`src/rtl/handshaked_reg_slice_pkg.sv`:
```
// rtl/handshaked_reg_slice_pkg.sv - shared state encoding for the handshaked register slice
package handshaked_reg_slice_pkg;

    localparam int OCC_W = 2;

    // State value doubles as the occupancy count
    typedef enum logic [OCC_W-1:0] {
        EMPTY = 2'd0,
        ONE   = 2'd1,
        FULL  = 2'd2
    } state_t;

endpackage

```
`src/rtl/handshaked_reg_slice.sv`:
```
// rtl/handshaked_reg_slice.sv - registered valid/ready stage with one-word skid buffer
module handshaked_reg_slice
    import handshaked_reg_slice_pkg::*;
#(
    parameter int DATA_WIDTH = 2
) (
    input  logic                  clk,
    input  logic                  rst_n,
    input  logic [DATA_WIDTH-1:0] a_data,
    input  logic                  a_vld,
    output logic                  a_rd,
    output logic [DATA_WIDTH-1:0] b_data,
    output logic                  b_vld,
    input  logic                  b_rd,
    output logic [OCC_W-1:0]      occupancy
);

    generate
        if (DATA_WIDTH < 1) begin : g_bad_width
            $error("handshaked_reg_slice: DATA_WIDTH must be >= 1");
        end
    endgenerate

    state_t                state_q;
    state_t                state_d;
    logic [DATA_WIDTH-1:0] main_q;
    logic [DATA_WIDTH-1:0] skid_q;
    logic                  a_rd_q;
    logic                  b_vld_q;
    logic                  in_xfer;
    logic                  out_xfer;

    assign in_xfer  = a_vld & a_rd_q;
    assign out_xfer = b_vld_q & b_rd;

    always_comb begin
        state_d = state_q;
        case (state_q)
            EMPTY:   if (in_xfer) state_d = ONE;
            ONE: begin
                if (in_xfer && !out_xfer)      state_d = FULL;
                else if (!in_xfer && out_xfer) state_d = EMPTY;
            end
            FULL:    if (out_xfer) state_d = ONE;
            default: state_d = EMPTY;
        endcase
    end

    // Handshake outputs are registered from the next state so ready/valid never see a comb path
    always_ff @(posedge clk or negedge rst_n) begin
        if (!rst_n) begin
            state_q <= EMPTY;
            a_rd_q  <= 1'b0;
            b_vld_q <= 1'b0;
            main_q  <= '0;
            skid_q  <= '0;
        end else begin
            state_q <= state_d;
            a_rd_q  <= (state_d != FULL);
            b_vld_q <= (state_d != EMPTY);
            if ((state_q == EMPTY && in_xfer) || (state_q == ONE && in_xfer && out_xfer))
                main_q <= a_data;
            else if (state_q == FULL && out_xfer)
                main_q <= skid_q;
            if (state_q == ONE && in_xfer && !out_xfer)
                skid_q <= a_data;
        end
    end

    assign a_rd      = a_rd_q;
    assign b_vld     = b_vld_q;
    assign b_data    = main_q;
    assign occupancy = state_q;

endmodule

```
`config.mk`:
```
export PLATFORM = sky130hd
export DESIGN_NAME = handshaked_reg_slice
export DESIGN_NICKNAME = d
export VERILOG_FILES = /design/src/rtl/handshaked_reg_slice_pkg.sv /design/src/rtl/handshaked_reg_slice.sv
export SDC_FILE = /design/constraint.sdc
export NUM_CORES = 1
export LEC_CHECK = 0
export BUFFER_PORTS_ARGS = -buffer_cell sky130_fd_sc_hd__buf_4
export CAP_MARGIN = 30
export CORE_AREA = 4 4 41 43
export CTS_BUF_LIST = sky130_fd_sc_hd__clkbuf_4
export DETAILED_ROUTE_END_ITERATION = 10
export DIE_AREA = 0 0 45 47
export PLACE_DENSITY = 0.57
export SKIP_LAST_GASP = 1
export SLEW_MARGIN = 25
export SYNTH_ARGS = -nofsm -noshare
export SYNTH_HDL_FRONTEND = slang
export SYNTH_SLANG_ARGS = --single-unit
```
`constraint.sdc`:
```
create_clock -name clk -period 2.6 [get_ports clk]
set_clock_uncertainty 0.1 [all_clocks]
set_input_delay 0.39 -clock clk [delete_from_list [all_inputs] [get_ports clk]]
set_output_delay 0.39 -clock clk [all_outputs]
set_load 0.03 [all_outputs]
```
After elaboration in Yosys (flattened, before gate mapping) --
Index checks and enable logic that the tools add are counted.
Word-level totals: register bits after elaboration 8, input bits 6, output and inout port bits 6, word-level logic and storage cells 30
Operators by class: eq/ne operators 3, muxes and demuxes 7, bitwise logic cells 2, reduce and logical (&&, ||, !) cells 13
Operators with widths (number):
- 2-to-1 mux 2 bit | 6
- logical AND 1 bit | 7
- case mux 2 bit (3 select lines) | 1
- nonzero test 2 bit | 2
- AND 1 bit | 2
- equality test 2 x 1 -> 1 bit, second input constant | 1
- equality test 2 bit, second input constant | 1
- zero test 1 bit | 2
- zero test 2 bit | 1
- inequality test 2 bit, second input constant | 1
- logical OR 1 bit | 1

Depth between registers and ports, before layout --
depth in word-level cells 7, gate-level depth with buffers 3, mapped depth without buffers 3

Worst setup path before layout --
Ideal clock, no wire load.
path type register to register, from register state_q[0], in the netlist occupancy[0], to register main_q[0], in the netlist b_data[0], setup time 0.125 ns, arrival time 1.327 ns, required time 2.375 ns, setup slack 1.048 ns, stages on the path, launching flop included 4, buffers on the path 0, period minus slack after synthesis 1.552 ns, cells stage by stage dfrtp_1 > nand4b_1 > mux2_1 > mux2_4
Between the ends: longest elaborated chain between the ends 5, elaborated cells on any way between the ends 10, classes of those cells eq/ne (2); mux (1); reduce/logical (7)
RTL lines:
- from (decl) | RTL line handshaked_reg_slice.sv:24 | state_t state_q;
- from (signal assigned) | RTL line handshaked_reg_slice.sv:58 | state_q <= state_d;
- equality test 2 x 1 -> 1 bit | RTL line handshaked_reg_slice.sv:61 | if ((state_q == EMPTY && in_xfer) || (state_q == ONE && in_xfer && out_xfer))
- logical AND 1 bit (2 in series) | RTL line handshaked_reg_slice.sv:61
- logical OR 1 bit | RTL line handshaked_reg_slice.sv:61
- 2-to-1 mux 2 bit / nonzero test 2 bit (equally long branches)
- to (signal assigned) | RTL line handshaked_reg_slice.sv:62 | main_q <= a_data;
- to (signal assigned) | RTL line handshaked_reg_slice.sv:64 | main_q <= skid_q;
- to (decl) | RTL line handshaked_reg_slice.sv:26 | logic [DATA_WIDTH-1:0] main_q;
Parallel ways exist; a longest one is shown, timed or not. A chain may end at the register's enable or synchronous reset.

Worst setup path in the final report --
Ends and elaborated chain as after synthesis.

==> reports/metrics.yaml <==
yosysUniqueCellTypes: 15
num_vias: 277
grt-ovfl-total: 0
dieArea_um2: 2115
timing.final.crit_share: 0.5674
path_buf_inv: 0
dr_wl_met2_um: 357
start_kind: "flip-flop"
synth_top_cell_by_area: "dfrtp_1"
n_fill_cell: 132
hold_viol_final: 0
core_area_um2: 1301
dp.cells: 56
io_buffers: 11
path_delay_family: "multiplexers"
regArea_um2: 200.2
grtUsageTotal: 0.08140
area_growth_pct: 36.15
max_slew_margin: 0.8740
drive_above_1_share: 0.4889
status: "complete, no violations"
met3WireLength_um: 52
cts_buffer_depth: 2
finish.instance_area_um2: 504.2
ant_nets: 0
via_per_inst: 4.617
num_antenna_cells: 0
cts_tree: "yes"
criticalPathCategory: "flip-flop to flip-flop"
ctsHtreeMaxLevel: 1
path_clk_slew_ns: 0.05
cp-end-kind: "flip-flop"
multiInputGateArea_um2: 170.2
crit_slowest_cell: "dfrtp_1"
grt_pass1_vias: 259
path_cells: "nand4b_1 > mux2_1 > mux2_4"
cts_sinks: 8
cpPeakStageDelay_ns: 0.42
grt_pass1_wl_mm: 1.138
ys_warn_count: 0
start_util: 0.2846
grt_max_degree: 9
final_common_cell: "buf_4"
cts_buffers: 3
syn_inst: 30
timing.final.max_slew_violations: 0
fp.dieH_um: 47
dr.max_layer_used: "met4"
syn_nets: 36
ios: 12
fin_cells: 60
drtPass1Iterations: 1
hpwl_um: 561.4
syn_area_per_cell_um2: 12.35
wirelength_um: 664
rsz0062_at_grt: "no"
dieWidth_um: 45
nets: 53
yosys-top-cells-area: "dfrtp_1 54%, mux2_2 12%, mux2_1 6.1%"
root_buffer: "clkbuf_4"
synth_seq_cells: 8
tightest_slew_ns: 0.1884
pwr_density_cell_nw_per_um2: 1323
synth_top_area_share: 0.5405
gp_congestion: 0.6982
avgRoutedWirePerCell_um: 11.07
cp.required_ns: 2.63
synth_area_um2: 370.4
crit_arrival_ns: 1.51
num_rows: 13
cp_max_fo: 6
final_cell_mix: "11 x buf_4, 8 x dfrtp_1, 5 x nand2_1"
seq_area_frac_synth: 0.5405
hold_path_class: "input pin to flip-flop"
cap_violations: 0
ir_worst_vdd_uv: 504.3
place_area_um2: 471.7
drtIter0Drc: 0
drc: 0
max_freq_ghz: 0.6779
setup_viol: 0
wirelength_met1_um: 242
setup-tns-final_ns: 0
layout_min_cycle_time_ns: 1.475
antenna_found_initial: 0
clock_latency_ns: 0.25
p_total_w: 0.0006670
leakagePower_nw: 0.2408
state kept, by name (all words and copies together) (netlist names):
register,count
b_data,2
occupancy,2
skid_q,2
a_rd,1
b_vld,1
layer usage:
metal | vias up | global-route usage
met1 | 128 | 0.08431
li1 | 139 | -
met3 | 4 | 0.04215
met5 | - | 0
met2 | 6 | 0.1215
met4 | 0 | 0.07018
worst reg2reg max path: cells and delay by family, from the launching register on:
family,cells,cell delay [ns]
multiplexers,2,0.59
AND/OR/NAND/NOR,1,0.25
flip-flops,1,0.42
cells in the mapped netlist (all sizes together):
cell	number
a21bo	1
and3b	1
a21oi	1
nand3	1
mux2	7
nor2	1
nand2	5
or2	1
nand4b	1
dfrtp	8
and2	1
and2b	1
o22ai	1
power breakdown:
| group | total (W) | leakage [nW] | switching (W) | internal [W] |
|---|---|---|---|---|
| registers | 0.000233 | 0.0937 | 0.0000450 | 0.000188 |
| clock network | 0.0000918 | 0.0138 | 0.0000392 | 0.0000526 |
| logic | 0.000343 | 0.133 | 0.000175 | 0.000167 |
| total | 0.000667 | 0.241 | 0.000260 | 0.000407 |
kinds of logic after synthesis:
family,Yosys count,synth area share
AO/OA/AOI/OAI,3,0.05743
flip-flops,8,0.5405
multiplexers,7,0.2229
AND/OR/NAND/NOR,12,0.1791
cell type report:
type	instances	share of cell area
flip-flops and latches	8	0.3970
repair buffers	12	0.1836
well taps	15	0.03722
multi-input cells	22	0.3375
clock buffers	3	0.04466
metrics by stage:
stage	utilization	hold WS (ns)	setup slack [ns]
CTS	0.3875	0.2736	1.112
detailed placement	0.3625	0.1108	1.120
global placement	0.3625	0.1104	1.141
floorplan	-	-0.005591	1.048
finish	0.3875	0.2773	1.125
global route	0.3875	0.2725	1.070
final timing paths:
path,slack [ns],end,start,cells after the start
min reg2reg,0.40,skid_q[0]$_DFFE_PN0P_,skid_q[0]$_DFFE_PN0P_,1
max in group asynchronous,1.88,skid_q[0]$_DFFE_PN0P_,rst_n,2
max reg2reg,1.12,b_data[0]$_DFFE_PN0P_,occupancy[0]$_DFF_PN0_,3
min,0.28,skid_q[1]$_DFFE_PN0P_,a_data[1],2
min in group asynchronous,0.39,occupancy[1]$_DFF_PN0_,rst_n,2
max,1.12,b_data[0]$_DFFE_PN0P_,occupancy[0]$_DFF_PN0_,3
timing repair:
action | 4_1_cts | 5_1_grt
hold buffers | 1 | 0
endpoints found under the hold margin | 8 | 0
resized for setup | 0 | 0
buffers inserted | 0 | 0
(Power assumes the default switching activity.)
